<file path="src/rtl/control_cronometro.sv">
// Stopwatch sequencer: filters PS/2 set-2 break sequences, runs the
// PARADO/CORRIENDO/PAUSADO control FSM and owns the BCD hh:mm:ss counter.
module control_cronometro #(
    parameter logic [7:0] TECLA_INICIO = 8'h75,
    parameter logic [7:0] TECLA_PAUSA  = 8'h72,
    parameter logic [7:0] TECLA_BORRAR = 8'h66,
    parameter logic [7:0] HORA_MAX     = 8'h23
) (
    input  logic       clk,
    input  logic       reset,
    input  logic [7:0] Tecla,
    input  logic       tecla_valida,
    input  logic       tick_1hz,
    output logic [1:0] estado,
    output logic       corriendo,
    output logic [7:0] seg_bcd,
    output logic [7:0] min_bcd,
    output logic [7:0] hora_bcd,
    output logic       desborde
);

    typedef enum logic [1:0] {
        PARADO    = 2'b00,
        CORRIENDO = 2'b01,
        PAUSADO   = 2'b10
    } estado_t;

    estado_t    estado_q, estado_d;
    logic       corriendo_q, corriendo_d;
    logic [7:0] seg_q, seg_d;
    logic [7:0] min_q, min_d;
    logic [7:0] hora_q, hora_d;
    logic       desborde_q, desborde_d;
    logic       flag_break_q, flag_break_d;
    logic       es_comando_s;

    // Two-digit BCD increment; callers handle the field wrap themselves.
    function automatic logic [7:0] bcd_inc(input logic [7:0] v);
        logic [7:0] r;
        if (v[3:0] == 4'd9) begin
            r = {v[7:4] + 4'd1, 4'd0};
        end else begin
            r = {v[7:4], v[3:0] + 4'd1};
        end
        return r;
    endfunction

    // Break filter, counter advance and FSM next state.
    always_comb begin
        estado_d     = estado_q;
        seg_d        = seg_q;
        min_d        = min_q;
        hora_d       = hora_q;
        desborde_d   = 1'b0;
        flag_break_d = flag_break_q;
        es_comando_s = 1'b0;

        if (tecla_valida) begin
            if (Tecla == 8'hF0) begin
                flag_break_d = 1'b1;
            end else if (Tecla == 8'hE0) begin
                flag_break_d = flag_break_q;
            end else if (flag_break_q) begin
                flag_break_d = 1'b0;
            end else begin
                es_comando_s = 1'b1;
            end
        end else begin
            es_comando_s = 1'b0;
        end

        // Counting uses the pre-edge state, so a tick arriving with INICIO is lost.
        if (tick_1hz && (estado_q == CORRIENDO)) begin
            if (seg_q == 8'h59) begin
                seg_d = 8'h00;
                if (min_q == 8'h59) begin
                    min_d = 8'h00;
                    if (hora_q == HORA_MAX) begin
                        hora_d     = 8'h00;
                        desborde_d = 1'b1;
                    end else begin
                        hora_d = bcd_inc(hora_q);
                    end
                end else begin
                    min_d = bcd_inc(min_q);
                end
            end else begin
                seg_d = bcd_inc(seg_q);
            end
        end else begin
            seg_d = seg_q;
        end

        case (estado_q)
            PARADO: begin
                if (es_comando_s && (Tecla == TECLA_INICIO)) begin
                    estado_d = CORRIENDO;
                end else begin
                    estado_d = PARADO;
                end
            end
            CORRIENDO: begin
                if (es_comando_s && (Tecla == TECLA_PAUSA)) begin
                    estado_d = PAUSADO;
                end else begin
                    estado_d = CORRIENDO;
                end
            end
            PAUSADO: begin
                if (es_comando_s && (Tecla == TECLA_INICIO)) begin
                    estado_d = CORRIENDO;
                end else if (es_comando_s && (Tecla == TECLA_BORRAR)) begin
                    estado_d = PARADO;
                    seg_d    = 8'h00;
                    min_d    = 8'h00;
                    hora_d   = 8'h00;
                end else begin
                    estado_d = PAUSADO;
                end
            end
            default: begin
                estado_d = PARADO;
            end
        endcase

        corriendo_d = (estado_d == CORRIENDO);
    end

    // State and counter registers with synchronous reset.
    always_ff @(posedge clk) begin
        if (reset) begin
            estado_q     <= PARADO;
            corriendo_q  <= 1'b0;
            seg_q        <= 8'h00;
            min_q        <= 8'h00;
            hora_q       <= 8'h00;
            desborde_q   <= 1'b0;
            flag_break_q <= 1'b0;
        end else begin
            estado_q     <= estado_d;
            corriendo_q  <= corriendo_d;
            seg_q        <= seg_d;
            min_q        <= min_d;
            hora_q       <= hora_d;
            desborde_q   <= desborde_d;
            flag_break_q <= flag_break_d;
        end
    end

    assign estado    = estado_q;
    assign corriendo = corriendo_q;
    assign seg_bcd   = seg_q;
    assign min_bcd   = min_q;
    assign hora_bcd  = hora_q;
    assign desborde  = desborde_q;

endmodule

</file>
<file path="config.mk">
export PLATFORM = sky130hd
export DESIGN_NAME = control_cronometro
export DESIGN_NICKNAME = d
export VERILOG_FILES = /design/src/rtl/control_cronometro.sv
export SDC_FILE = /design/constraint.sdc
export NUM_CORES = 1
export LEC_CHECK = 0
export ABC_CLOCK_PERIOD_IN_PS = 2270
export BUFFER_PORTS_ARGS = -buffer_cell sky130_fd_sc_hd__buf_2
export CAP_MARGIN = 40
export CORE_MARGIN = 2
export CORE_UTILIZATION = 50
export DETAILED_ROUTE_END_ITERATION = 10
export GPL_TIMING_DRIVEN = 0
export HOLD_SLACK_MARGIN = 0.12
export PLACE_DENSITY_LB_ADDON = 0.05
export SYNTH_ARGS = -nofsm -noshare
export SYNTH_HDL_FRONTEND = slang
export SYNTH_SLANG_ARGS = --single-unit
export TNS_END_PERCENT = 100
</file>
<file path="constraint.sdc">
create_clock -name clk -period 2.27 [get_ports clk]
set_input_delay 0 -clock clk [delete_from_list [all_inputs] [get_ports clk]]
set_output_delay 0 -clock clk [all_outputs]
set_load 0.05 [all_outputs]
</file>
### Word level (Yosys, flattened, before mapping)

Index checks and enable logic that the tools add are counted.

* output and inout port bits: 28
* logic and storage cells: 71
* flip-flop bits (word level): 29

* reduce and logical (&&, ||, !) cells: 7
* add/sub/neg operators: 6
* equality and inequality tests: 15
* bitwise operators: 3
* mux-type cells: 33

Operator list (count)
* 8-bit two-way mux: 21
* 8-bit by 7-bit equality test with 1-bit output, second input constant: 5
* 4-bit by 1-bit adder with 4-bit output, second input constant: 6
* 8-bit equality test, second input constant: 2
* 4-bit equality test, second input constant: 3
* 8-bit by 6-bit equality test with 1-bit output, second input constant: 1
* 1-bit two-way mux: 8
* 2-bit two-way mux: 3
* 2-bit one-hot mux with 3 select lines: 1
* 2-bit by 1-bit equality test with 1-bit output, second input constant: 2
* 1-bit logical AND: 4
* 4-bit OR reduction: 1
* 1-bit inverter: 3
* 2-bit equality test, second input constant: 1
* 2-bit zero test: 1
* 2-bit inequality test, second input constant: 1
* 2-bit AND reduction: 1

### Logic depth before layout (Yosys ltp)

* depth in word-level cells: 9
* mapped depth: 8
* depth with buffers taken out: 6

### Least setup slack after synthesis

OpenSTA, ideal clock, no wires.

* path kind: register to register
* start point: reg seg_q[0] (netlist: seg_bcd[0])
* end point: reg min_q[7] (netlist: min_bcd[7])
* period minus slack after synthesis: 2121 ps
* library setup time: 80 ps
* required time: 2190 ps
* arrival: 2041 ps
* cell stages (with the launch flop): 8
* slack: 149 ps
* buffers on the path: 2
* path through: dfxtp_1 > ha_1 > and3b_1 > buf_2 > nand4_4 > buf_6 > or3_1 > a211oi_2

* cells in the longest elaborated chain, start to end: 6

RTL lines
* start, declared: RTL line 30 `logic [7:0] seg_q, seg_d;`
* start signal, assigned: RTL line 142 `seg_q <= seg_d;`
* 8-bit by 7-bit equality test with 1-bit output (*): RTL line 74 `if (seg_q == 8'h59) begin`
* 8-bit two-way mux (*): RTL line 74
* 8-bit two-way mux (*): RTL line 73 `if (tick_1hz && (estado_q == CORRIENDO)) begin`
* 8-bit two-way mux: RTL line 112 `end else if (es_comando_s && (Tecla == TECLA_BORRAR)) begin`
* 8-bit two-way mux: RTL line 110 `if (es_comando_s && (Tecla == TECLA_INICIO)) begin`
* 8-bit two-way mux (*): RTL line 94 `case (estado_q)`
* end signal, assigned: RTL line 143 `min_q <= min_d;`
* end, declared: RTL line 31 `logic [7:0] min_q, min_d;`

Mark *: on every way between the ends. The rest lies on a longest branch, timed or not.
A chain may end at the register's enable or synchronous reset.

### Worst setup path in the final report

* start point: reg flag_break_q
* end point: reg estado_q[0] (netlist: estado[0])

* cells in the longest elaborated chain, start to end: 7
* elaborated cells between the ends (all ways): 10
* those cells by class: mux (8); reduce/logical (2)

RTL lines
* start, declared: RTL line 34 `logic flag_break_q, flag_break_d;`
* start signal, assigned: RTL line 146 `flag_break_q <= flag_break_d;`
* 1-bit two-way mux (*): RTL line 63 `end else if (flag_break_q) begin`
* 1-bit two-way mux (*): RTL line 61 `end else if (Tecla == 8'hE0) begin`
* 1-bit two-way mux (*): RTL line 59 `if (Tecla == 8'hF0) begin`
* 1-bit two-way mux (*): RTL line 58 `if (tecla_valida) begin`
* 1-bit logical AND (on tied branches): RTL line 96, 110, 103
* 2-bit two-way mux, or another cell as far along: RTL line 110
* 2-bit one-hot mux with 3 select lines (*): RTL line 94
* end signal, assigned: RTL line 140 `estado_q <= estado_d;`
* end, declared: RTL line 28 `estado_t estado_q, estado_d;`

Marked as above.

==> impl_metrics.yaml <==
clock_network:
  clk_pin_slew_ps: 90
  root_buffer: "clkbuf_4"
  ctsHtreeMaxLevel: 2
  clock-sinks: 29
  cts_buffers: 5
  cts_tree: "built"
  post_cts_buffers: 0
  clock_insertion_delay_worst_skew_ps: 330
  clock_path_buffers: 2
final_layout:
  num_antenna_cells: 0
  final_common_cell: "buf_2"
  nets: 258
  synthToLayoutAreaGrowth_pct: 22.8
  drive_gt1_frac: 0.247
  mostFrequentLayoutCells: "buf_2 (43), dfxtp_1 (29), a21oi_1 (18)"
placed_design:
  place_congestion: 0.828
  place_ws_ps: 343
  io_buffers: 39
  dp_hpwl_um: 2760
pwr:
  sw_frac_of_total: 0.237
  p_leak_nw: 0.853
  p_int_w: 0.000647
  power_density_mw_per_mm2: 424
  clkPwrFrac: 0.349
  combPwrFrac: 0.050
  ir_worst_vdd_mv: 0.276
  sequentialPowerShare: 0.601
  p_sw_w: 0.000201
critical_path:
  rrSetupSlack_ps: 50
  end_kind: "register"
  r2r-end: "estado[0]"
  path_class: "reg -> reg"
  r2r_start: "flag_break_q"
  ff2ff_path_depth: 6
  cp-start-kind: "register"
  cp_max_fo: 3
  worstPathArrival_ps: 2500
  cp.required_ps: 2550
route:
  via_count: 1549
  routed_wl_um: 3760
  drtPass1Iterations: 4
  wl_per_cell_um: 13.5
  ant_nets: 0
  route.detailed.drc: 0
  drt_iter0_drc: 117
  vias_per_cell: 5.55
sta:
  min_period_ps: 2220
  finalSetupViolations: 0
  drv_slew: 0
  hold_violations: 0
  final.setup.tns_ps: 0
  worst_slack_ps: 50.0
  finalClockSkew_ps: 7.06
  timing.final.crit_share: 0.978
  max_freq_mhz: 450
  worst_pin_slew_ps: 704
  rsz0062_at_grt: "false"
  relSlewSlack: 0.524
floorplan:
  num_rows: 20
  core_mm2: 0.00308
  die-area_mm2: 0.00373
  pin_count: 40
  initial_core_util: 0.528
  die_x_um: 61.0
  die_h_um: 61.0
synth:
  synth_fp_nets: 205
  synth_cell_types: 44
  netlist_instances: 181
  syn_area_mm2: 0.00163
  avgSynthCellArea_um2: 8.99
  synth.ff_latch_count: 29
  yosysWarnings: 0
  ys_seq_area_frac: 0.357
global_route:
  grt_pass1_wl_um: 6130
  overflow: 0
  first_global_vias: 1399
  grt_max_degree: 11
  grt_use_total: 0.226
  antenna_found_initial: 0
job:
  maxCapViolations: 0
hold_path:
  holdPathStages: 5
  hp-start: "Tecla[3]"
  hold_path_end: "estado[1]"
  min_path_type: "in -> reg"
outcome:
  status: "finished, final reports clean"
cell families (layout without fill, tap and decap cells):
family,count (synthesis),after routing,share of synthesized area
fa+ha+maj,12,12,0.0923
compound gates,37,37,0.150
flops,29,29,0.357
mux,3,3,0.0185
xor+xnor,5,5,0.0269
buf+inv,16,70,0.0469
simple gates,79,79,0.308
worst max-delay path by stage:
stage | from | cells past startpoint | endpoint
floorplan | seg_bcd[0] | 7 | min_bcd[7]
global placement | seg_bcd[0] | 6 | hora_bcd[1]
detailed placement | seg_bcd[0] | 6 | hora_bcd[1]
CTS | flag_break_q | 6 | estado[0]
global route | flag_break_q | 6 | estado[0]
finish | flag_break_q | 6 | estado[0]
critical path, stage by stage (launching register included):
cell and delay (ps):
dfxtp_1 330, nand2b_1 140, nor4_1 330, dlygate4sd3_1 600, nand2b_1 90, a21oi_1 140
dlygate4sd3_1 550
per-stage QoR:
stage / utilization / power [W] / instances / hold slack [ps] / area (µm²)
floorplan: - / 0.000538 / 181 / 69.1 / 1630
global placement: 0.610 / 0.000556 / 264 / 226 / 1880
finish: 0.649 / 0.000848 / 279 / 146 / 2000
detailed placement: 0.610 / 0.000557 / 264 / 235 / 1880
global route: 0.649 / 0.000887 / 279 / 176 / 2000
CTS: 0.649 / 0.000858 / 279 / 135 / 2000
synth_stat cells (all sizes together):
cell	instances	area, µm²
a311oi	2	17.5
a31oi	1	6.26
xnor2	2	17.5
nand2b	2	12.5
nor3b	2	15.0
o2111ai	1	8.76
o31ai	2	15.0
nand4	7	58.8
nand3	7	35.0
nand3b	6	45.0
a41oi	1	8.76
xor2	3	26.3
or4	4	30.0
a21oi	18	90.1
or3	4	25.0
dfxtp	29	581
and4	2	17.5
nand4b	1	8.76
ha	12	150
mux2i	3	30.0
o41ai	1	27.5
nor3	10	50.1
o21ai	7	35.0
nor4	2	12.5
clkbuf	1	3.75
or3b	1	8.76
and3b	6	52.6
nand2	4	15.0
nor4b	1	8.76
nor2	13	48.8
a211oi	3	27.5
and4bb	1	12.5
inv	9	33.8
or4b	1	10.0
nor4bb	1	10.0
nor2b	2	12.5
and3	1	6.26
buf	6	38.8
a21o	1	7.51
and2	1	6.26
cell type report:
cell class	count	area, µm²
Buffer	7	42.5
Clock buffer	6	41.3
Clock inverter	2	10.0
Fill cell	267	1080
Inverter	9	33.8
Multi-Input combinational cell	136	970
Sequential cell	29	581
Tap cell	44	55.1
Timing Repair Buffer	46	265
registers in the layout, summed over array words and instances (netlist names):
register and flops:
hora_bcd 8, min_bcd 8, seg_bcd 8, estado 2, corriendo 1, desborde 1
flag_break_q 1
power groups by stage:
| stage | logic, W | registers [W] | clock network (W) |
|---|---|---|---|
| after global placement | 0.0000345 | 0.000521 | 0 |
| after detailed placement | 0.0000357 | 0.000521 | 0 |
| after global routing | 0.0000463 | 0.000510 | 0.000331 |
| final | 0.0000426 | 0.000509 | 0.000296 |
| after CTS | 0.0000424 | 0.000510 | 0.000306 |
| after floorplan | 0.0000163 | 0.000522 | 0 |
routing by layer:
| layer | wire length (µm) | vias to the layer above | GRT usage |
|---|---|---|---|
| met3 | 210 | 4 | 0.0714 |
| met1 | 1780 | 715 | 0.290 |
| met4 | 46 | 0 | 0.0839 |
| li1 | - | 784 | - |
| met2 | 1730 | 46 | 0.357 |
| met5 | 0 | - | 0 |
what timing repair did:
action,CTS,global route
resized for setup,0,0
hold endpoints to repair,9,0
hold buffers,7,0
(Power assumes the default switching activity.)
